===== src/rtl/slc3_io_pkg.sv =====
// ---------------------------------------------------------------------------
// slc3_io_pkg
// Shared types and defaults for the SLC-3 front-panel input controller.
//   btn_state_t        : per-button debounce FSM states
//   DEF_* constants    : default values of the controller parameters
//   cnt_width()        : width of a counter that must hold values 0..n-1
// ---------------------------------------------------------------------------
package slc3_io_pkg;

    typedef enum logic [1:0] {
        IDLE         = 2'd0,
        PRESS_WAIT   = 2'd1,
        HELD         = 2'd2,
        RELEASE_WAIT = 2'd3
    } btn_state_t;

    localparam int DEF_SYNC_STAGES     = 2;
    localparam int DEF_DEBOUNCE_CYCLES = 16;
    localparam int DEF_REPEAT_CYCLES   = 64;

    // A counter that only ever reaches n-1 needs clog2(n) bits, but never
    // fewer than one so that degenerate parameter values still elaborate.
    function automatic int cnt_width(input int n);
        return (n < 2) ? 1 : $clog2(n);
    endfunction

endpackage


===== src/rtl/slc3_input_ctrl_if.sv =====
// ---------------------------------------------------------------------------
// slc3_input_ctrl_if
// Bundle of the front-panel signals exchanged between the board side and
// the input controller.
//   Run_n, Continue_n : raw active-low pushbuttons (asynchronous)
//   S_in              : raw 16-bit switch bank (asynchronous)
//   S                 : synchronized switches toward the processor
//   run_pulse         : one-cycle Run strobe
//   continue_pulse    : one-cycle Continue strobe
//   run_held          : Run is debounced-pressed
// Modports:
//   master : the board/stimulus side (drives raw inputs, observes outputs)
//   slave  : the controller itself
// ---------------------------------------------------------------------------
interface slc3_input_ctrl_if;

    logic        Run_n;
    logic        Continue_n;
    logic [15:0] S_in;
    logic [15:0] S;
    logic        run_pulse;
    logic        continue_pulse;
    logic        run_held;

    modport master (
        output Run_n,
        output Continue_n,
        output S_in,
        input  S,
        input  run_pulse,
        input  continue_pulse,
        input  run_held
    );

    modport slave (
        input  Run_n,
        input  Continue_n,
        input  S_in,
        output S,
        output run_pulse,
        output continue_pulse,
        output run_held
    );

endinterface


===== src/rtl/slc3_input_ctrl_btn_debounce.sv =====
// ---------------------------------------------------------------------------
// btn_debounce
// Synchronizes one raw active-low pushbutton, debounces it with a
// four-state FSM and produces a one-cycle strobe on each accepted press.
// Optionally re-strobes periodically while the button stays held.
// Parameters:
//   SYNC_STAGES     : synchronizer depth (2 or more)
//   DEBOUNCE_CYCLES : stable cycles needed to accept a press or a release
//   REPEAT_CYCLES   : autorepeat period in cycles spent in HELD
//   REPEAT_EN       : enables the autorepeat strobe
// Ports:
//   clk   : clock, all state on rising edge
//   rst   : asynchronous active-high reset
//   btn_n : raw button level, 0 = pressed
//   pulse : one-cycle strobe (first cycle of HELD, plus autorepeats)
//   held  : high in HELD and RELEASE_WAIT
// ---------------------------------------------------------------------------
module btn_debounce
    import slc3_io_pkg::*;
#(
    parameter int SYNC_STAGES     = DEF_SYNC_STAGES,
    parameter int DEBOUNCE_CYCLES = DEF_DEBOUNCE_CYCLES,
    parameter int REPEAT_CYCLES   = DEF_REPEAT_CYCLES,
    parameter bit REPEAT_EN       = 1'b0
) (
    input  logic clk,
    input  logic rst,
    input  logic btn_n,
    output logic pulse,
    output logic held
);

    localparam int DB_W = cnt_width(DEBOUNCE_CYCLES);
    localparam int RP_W = cnt_width(REPEAT_CYCLES);
    localparam logic [DB_W-1:0] DB_LAST = DB_W'(DEBOUNCE_CYCLES - 1);
    localparam logic [RP_W-1:0] RP_LAST = RP_W'(REPEAT_CYCLES - 1);

    logic [SYNC_STAGES-1:0] sync_q, sync_d;
    btn_state_t             state_q, state_d;
    logic [DB_W-1:0]        db_cnt_q, db_cnt_d;
    logic [RP_W-1:0]        rep_cnt_q, rep_cnt_d;
    logic                   pulse_q, pulse_d;
    logic                   pressed;

    // Shift chain; bit 0 takes the raw level, the top bit is the safe copy.
    always_comb begin
        sync_d = {sync_q[SYNC_STAGES-2:0], btn_n};
    end

    assign pressed = ~sync_q[SYNC_STAGES-1];

    // Debounce FSM. The counters only advance while below their last value,
    // so they saturate instead of wrapping. The strobe is registered so it
    // lines up with the first cycle spent in HELD.
    always_comb begin
        state_d   = state_q;
        db_cnt_d  = db_cnt_q;
        rep_cnt_d = rep_cnt_q;
        pulse_d   = 1'b0;
        unique case (state_q)
            IDLE: begin
                if (pressed) begin
                    state_d  = PRESS_WAIT;
                    db_cnt_d = '0;
                end
            end
            PRESS_WAIT: begin
                if (!pressed) begin
                    state_d  = IDLE;
                    db_cnt_d = '0;
                end else if (db_cnt_q == DB_LAST) begin
                    state_d   = HELD;
                    pulse_d   = 1'b1;
                    rep_cnt_d = '0;
                end else begin
                    db_cnt_d = db_cnt_q + DB_W'(1);
                end
            end
            HELD: begin
                if (!pressed) begin
                    state_d   = RELEASE_WAIT;
                    db_cnt_d  = '0;
                    rep_cnt_d = '0;
                end else if (REPEAT_EN) begin
                    if (rep_cnt_q == RP_LAST) begin
                        pulse_d   = 1'b1;
                        rep_cnt_d = '0;
                    end else begin
                        rep_cnt_d = rep_cnt_q + RP_W'(1);
                    end
                end
            end
            RELEASE_WAIT: begin
                // A bounce back to pressed resumes HELD silently.
                if (pressed) begin
                    state_d  = HELD;
                    db_cnt_d = '0;
                end else if (db_cnt_q == DB_LAST) begin
                    state_d  = IDLE;
                    db_cnt_d = '0;
                end else begin
                    db_cnt_d = db_cnt_q + DB_W'(1);
                end
            end
            default: begin
                state_d  = IDLE;
                db_cnt_d = '0;
            end
        endcase
    end

    // Synchronizer resets to the released level so a button held across
    // reset is seen as a fresh press.
    always_ff @(posedge clk or posedge rst) begin
        if (rst) begin
            sync_q    <= '1;
            state_q   <= IDLE;
            db_cnt_q  <= '0;
            rep_cnt_q <= '0;
            pulse_q   <= 1'b0;
        end else begin
            sync_q    <= sync_d;
            state_q   <= state_d;
            db_cnt_q  <= db_cnt_d;
            rep_cnt_q <= rep_cnt_d;
            pulse_q   <= pulse_d;
        end
    end

    assign pulse = pulse_q;
    assign held  = (state_q == HELD) || (state_q == RELEASE_WAIT);

endmodule


===== src/rtl/slc3_input_ctrl.sv =====
// ---------------------------------------------------------------------------
// slc3_input_ctrl
// Front-panel input controller for the SLC-3: synchronizes the switch bank
// and debounces the Run and Continue pushbuttons into one-cycle strobes.
// Parameters: SYNC_STAGES, DEBOUNCE_CYCLES, REPEAT_CYCLES
// Ports:
//   Clk   : single clock, rising edge
//   Reset : asynchronous active-high reset
//   io    : slc3_input_ctrl_if.slave (Run_n, Continue_n, S_in in;
//           S, run_pulse, continue_pulse, run_held out)
// Build option:
//   CONT_AUTOREPEAT_EN : when defined, Continue re-strobes every
//                        REPEAT_CYCLES cycles while held. Run never repeats.
// ---------------------------------------------------------------------------
module slc3_input_ctrl
    import slc3_io_pkg::*;
#(
    parameter int SYNC_STAGES     = DEF_SYNC_STAGES,
    parameter int DEBOUNCE_CYCLES = DEF_DEBOUNCE_CYCLES,
    parameter int REPEAT_CYCLES   = DEF_REPEAT_CYCLES
) (
    input  logic             Clk,
    input  logic             Reset,
    slc3_input_ctrl_if.slave io
);

`ifdef CONT_AUTOREPEAT_EN
    localparam bit CONT_REPEAT_EN = 1'b1;
`else
    localparam bit CONT_REPEAT_EN = 1'b0;
`endif

    logic [SYNC_STAGES-1:0][15:0] s_sync_q, s_sync_d;

    // Switches are only synchronized, not debounced; the processor reads
    // them as a level.
    always_comb begin
        s_sync_d = {s_sync_q[SYNC_STAGES-2:0], io.S_in};
    end

    always_ff @(posedge Clk or posedge Reset) begin
        if (Reset) begin
            s_sync_q <= '0;
        end else begin
            s_sync_q <= s_sync_d;
        end
    end

    assign io.S = s_sync_q[SYNC_STAGES-1];

    btn_debounce #(
        .SYNC_STAGES     (SYNC_STAGES),
        .DEBOUNCE_CYCLES (DEBOUNCE_CYCLES),
        .REPEAT_CYCLES   (REPEAT_CYCLES),
        .REPEAT_EN       (1'b0)
    ) u_run (
        .clk   (Clk),
        .rst   (Reset),
        .btn_n (io.Run_n),
        .pulse (io.run_pulse),
        .held  (io.run_held)
    );

    // The Continue held flag has no consumer; only its strobe is exported.
    logic cont_held;

    btn_debounce #(
        .SYNC_STAGES     (SYNC_STAGES),
        .DEBOUNCE_CYCLES (DEBOUNCE_CYCLES),
        .REPEAT_CYCLES   (REPEAT_CYCLES),
        .REPEAT_EN       (CONT_REPEAT_EN)
    ) u_cont (
        .clk   (Clk),
        .rst   (Reset),
        .btn_n (io.Continue_n),
        .pulse (io.continue_pulse),
        .held  (cont_held)
    );

endmodule


===== src/flat_wrapper.sv =====
// flat-port wrapper written by rule: the top's interface ports become plain ports
module slc3_input_ctrl_flat import slc3_io_pkg::*;
#(
    parameter int SYNC_STAGES     = DEF_SYNC_STAGES,
    parameter int DEBOUNCE_CYCLES = DEF_DEBOUNCE_CYCLES,
    parameter int REPEAT_CYCLES   = DEF_REPEAT_CYCLES
)
  (Clk, Reset, io_Run_n, io_Continue_n, io_S_in, io_S, io_run_pulse, io_continue_pulse, io_run_held);
  slc3_input_ctrl_if io_i ();
  input  logic Clk;
  input  logic Reset;
  input wire logic [$bits(io_i.Run_n)-1:0] io_Run_n;
  input wire logic [$bits(io_i.Continue_n)-1:0] io_Continue_n;
  input wire logic [$bits(io_i.S_in)-1:0] io_S_in;
  output wire logic [$bits(io_i.S)-1:0] io_S;
  output wire logic [$bits(io_i.run_pulse)-1:0] io_run_pulse;
  output wire logic [$bits(io_i.continue_pulse)-1:0] io_continue_pulse;
  output wire logic [$bits(io_i.run_held)-1:0] io_run_held;
  assign io_i.Run_n = io_Run_n;
  assign io_i.Continue_n = io_Continue_n;
  assign io_i.S_in = io_S_in;
  assign io_S = io_i.S;
  assign io_run_pulse = io_i.run_pulse;
  assign io_continue_pulse = io_i.continue_pulse;
  assign io_run_held = io_i.run_held;
  slc3_input_ctrl #(.SYNC_STAGES(SYNC_STAGES), .DEBOUNCE_CYCLES(DEBOUNCE_CYCLES), .REPEAT_CYCLES(REPEAT_CYCLES)) u_core (.Clk(Clk), .Reset(Reset), .io(io_i));
endmodule

===== config.mk =====
export PLATFORM = sky130hd
export DESIGN_NAME = slc3_input_ctrl_flat
export DESIGN_NICKNAME = d
export VERILOG_FILES = /design/src/rtl/slc3_io_pkg.sv /design/src/rtl/slc3_input_ctrl_if.sv /design/src/rtl/slc3_input_ctrl_btn_debounce.sv /design/src/rtl/slc3_input_ctrl.sv /design/src/flat_wrapper.sv
export SDC_FILE = /design/constraint.sdc
export NUM_CORES = 1
export LEC_CHECK = 0
export CAP_MARGIN = 0
export CORE_AREA = 2 2 64 66
export DETAILED_ROUTE_END_ITERATION = 12
export DIE_AREA = 0 0 66 68
export HOLD_SLACK_MARGIN = 0.12
export PLACE_DENSITY = 0.76
export SETUP_SLACK_MARGIN = 0.3
export SYNTH_ARGS = -nofsm -noshare
export SYNTH_HDL_FRONTEND = slang
export SYNTH_HIERARCHICAL = 1
export SYNTH_SLANG_ARGS = --single-unit

===== constraint.sdc =====
create_clock -name Clk -period 1.8 [get_ports Clk]
set_input_delay 0.54 -clock Clk [delete_from_list [all_inputs] [get_ports Clk]]
set_output_delay 0.54 -clock Clk [all_outputs]
set_load 0.1 [all_outputs]

==> results.toml <==
[routing]
final_antenna_net_count = 0
drt_first_pass_iters = 4
drt_iter0_drc = 106
drc = 0
drt-total-wl_mm = 3.482
vias = 1206
routedWlPerCell_um = 15.61
viasPerCell = 5.408

[sta]
finalSetupViolations = 0
worst_pin_slew_ns = 0.3754
whs_ns = 0.3423
period_share = 0.8169
maxSlewHeadroom = 0.7497
fmax_mhz = 680.1
rsz0062_at_grt = "false"
hold_viol = 0
finalCriticalPeriod_ns = 1.470
skew_ns = 0.007803
slew_violations = 0
fin_tns_setup_ns = 0

[global_route]
antenna_found_initial = 0
grt_use_met2 = 0.2538
grt_pass1_vias = 1161
gr-usage-met1 = 0.1923
grt_max_degree = 33
grt.overflow.total = 0
grt_pass1_wl_mm = 5.306
grtUsageMet3 = 0.08553
gr-max-usage-layer = "met2"
grt.total_usage = 0.1642

[clock_tree]
cts_hold_buffers = 0
clkTransAtPathRegs_ns = 0.09
cts_buffer_depth = 2
cts_made_buffers = 5
worstSkewPairLatency_ns = 0.30
cts_root_buf = "clkbuf_8"
htreeDepth = 2
clock-sinks = 50
cts_tree = "done"

[worst_setup_path]
required_ns = 1.96
rr_endpoint = "u_core/u_cont/db_cnt_q[0]"
critPathMaxStageDelay_ns = 0.44
cp_data_arrival_time_ns = 1.63
end_kind = "flip-flop"
endpoint = "u_core/u_cont/db_cnt_q[0]"
start_kind = "flip-flop"
crit_type = "reg2reg"
worstPathMaxFanout = 5
regToRegStartpoint = "u_core/u_cont/db_cnt_q[0]"
slowest_stage = "dfrtp_2"
rrSetupSlack_ns = 0.33
path_cells = "ha_2 -> and3_1 -> xnor2_1 -> a221oi_2 -> a31oi_1"
r2r_cells = 5
critPathLaunch = "u_core/u_cont/db_cnt_q[0]"

[cells_and_area]
drive_above_1_share = 0.2832
area_delta_synth_final_pct = 42.43
final-instance-count-excl-fill = 223
fill_cells = 264
regArea_sq_um = 1261
final_cell_area_sq_um = 2566
num_antenna_cells = 0
final_cell_mix = "42 x dfrtp_1, 19 x clkdlybuf4s50_1, 19 x buf_12"
fin_nets = 194
multi_input_area_sq_um = 490.5
final_common_cell = "dfrtp_1"

[logic_synthesis]
avgSynthCellArea_sq_um = 14.08
synth_warnings = 6
netlist_area_sq_um = 1802
synth_nets = 150
synthCells = 128

[die]
die_h_um = 68
core.rowCount = 23
die-area_sq_um = 4488
core_area_sq_um = 3856
dieWidth_um = 66
initial_utilization = 0.4672
ios = 39

[job]
max_cap_viol_count = 0

[place]
placed_cell_area_sq_um = 2381
dp_hpwl_mm = 2.264
port_buffers = 38
place.gp.congestion = 0.7786
dp.cells = 208

[worst_hold_path]
hp-class = "reg2reg"

[power]
vdd_drop_max_v = 0.0006714
p_leak_uw = 0.001123
power.density_nw_per_um2 = 918.0

[outcome]
outcome = "complete, no violations"
[power breakdown]
group	switching (uW)	internal, uW	leakage [uW]	total [uW]
Sequential	44.3	1180	0.000597	1220
Combinational	211	150	0.000474	362
Clock	357	415	0.0000514	772
Total	613	1740	0.00112	2360
[repair_timing]
action	in CTS	in global routing
gates resized for setup	5	3
endpoints found under the setup margin	5	6
setup buffers	1	6
[flip-flops by register name (all words and copies together) (netlist names), named ones only]
register and count:
u_core/u_run/pulse 1, u_core/s_sync_d 16, u_core/u_cont/pulse 1, u_core/u_cont/sync_q 2
u_core/u_run/state_q 1, u_core/u_cont/db_cnt_q 4, u_core/u_run/db_cnt_q 4, u_core/io.S 16
u_core/u_cont/state_q 1, u_core/u_run/sync_q 2
[stage by stage]
stage,power [uW],util,worst slack [ns]
2_1_floorplan,1429,-,0.3616
3_3_place_gp,1572,0.6175,0.3100
3_5_place_dp,1582,0.6175,0.2262
4_1_cts,2354,0.6502,0.3157
5_1_grt,2445,0.6655,0.2534
6_report,2356,0.6655,0.3296
[cell type report]
class                      count  share of cell area
multi-input combinational     66              0.1911
clock inverter                 2             0.01463
inverter                       3            0.004388
timing repair buffer          46              0.2457
sequential                    50              0.4915
clock buffer                   6             0.02828
tap                           50             0.02438
[worst min-delay path by stage]
stage | start | slack (ns) | end | depth (start not counted)
final | u_core/s_sync_d[20] | 0.34 | u_core/io.S[4] | 0
after floorplan | u_core/s_sync_d[16] | 0.33 | u_core/io.S[0] | 0
after detailed placement | u_core/s_sync_d[22] | 0.34 | u_core/io.S[6] | 0
after global placement | u_core/s_sync_d[22] | 0.33 | u_core/io.S[6] | 0
after global routing | u_core/s_sync_d[20] | 0.36 | u_core/io.S[4] | 0
after CTS | u_core/s_sync_d[20] | 0.35 | u_core/io.S[4] | 0
[critical path: cells and delay by family, from the launching register on]
kind | cells | cell delay (ns)
and+or+nand+nor | 1 | 0.21
AOI/OAI and AO/OA | 2 | 0.32
adders and majority gates | 1 | 0.23
DFF | 1 | 0.44
xor gates and xnor gates | 1 | 0.15
[routing by layer]
metal / vias to the layer above / part of all wire
met4: 0 / 0.011
met5: - / 0
li1: 546 / -
met2: 59 / 0.50
met3: 4 / 0.089
met1: 597 / 0.40
Power figures use the tool's default switching activity.
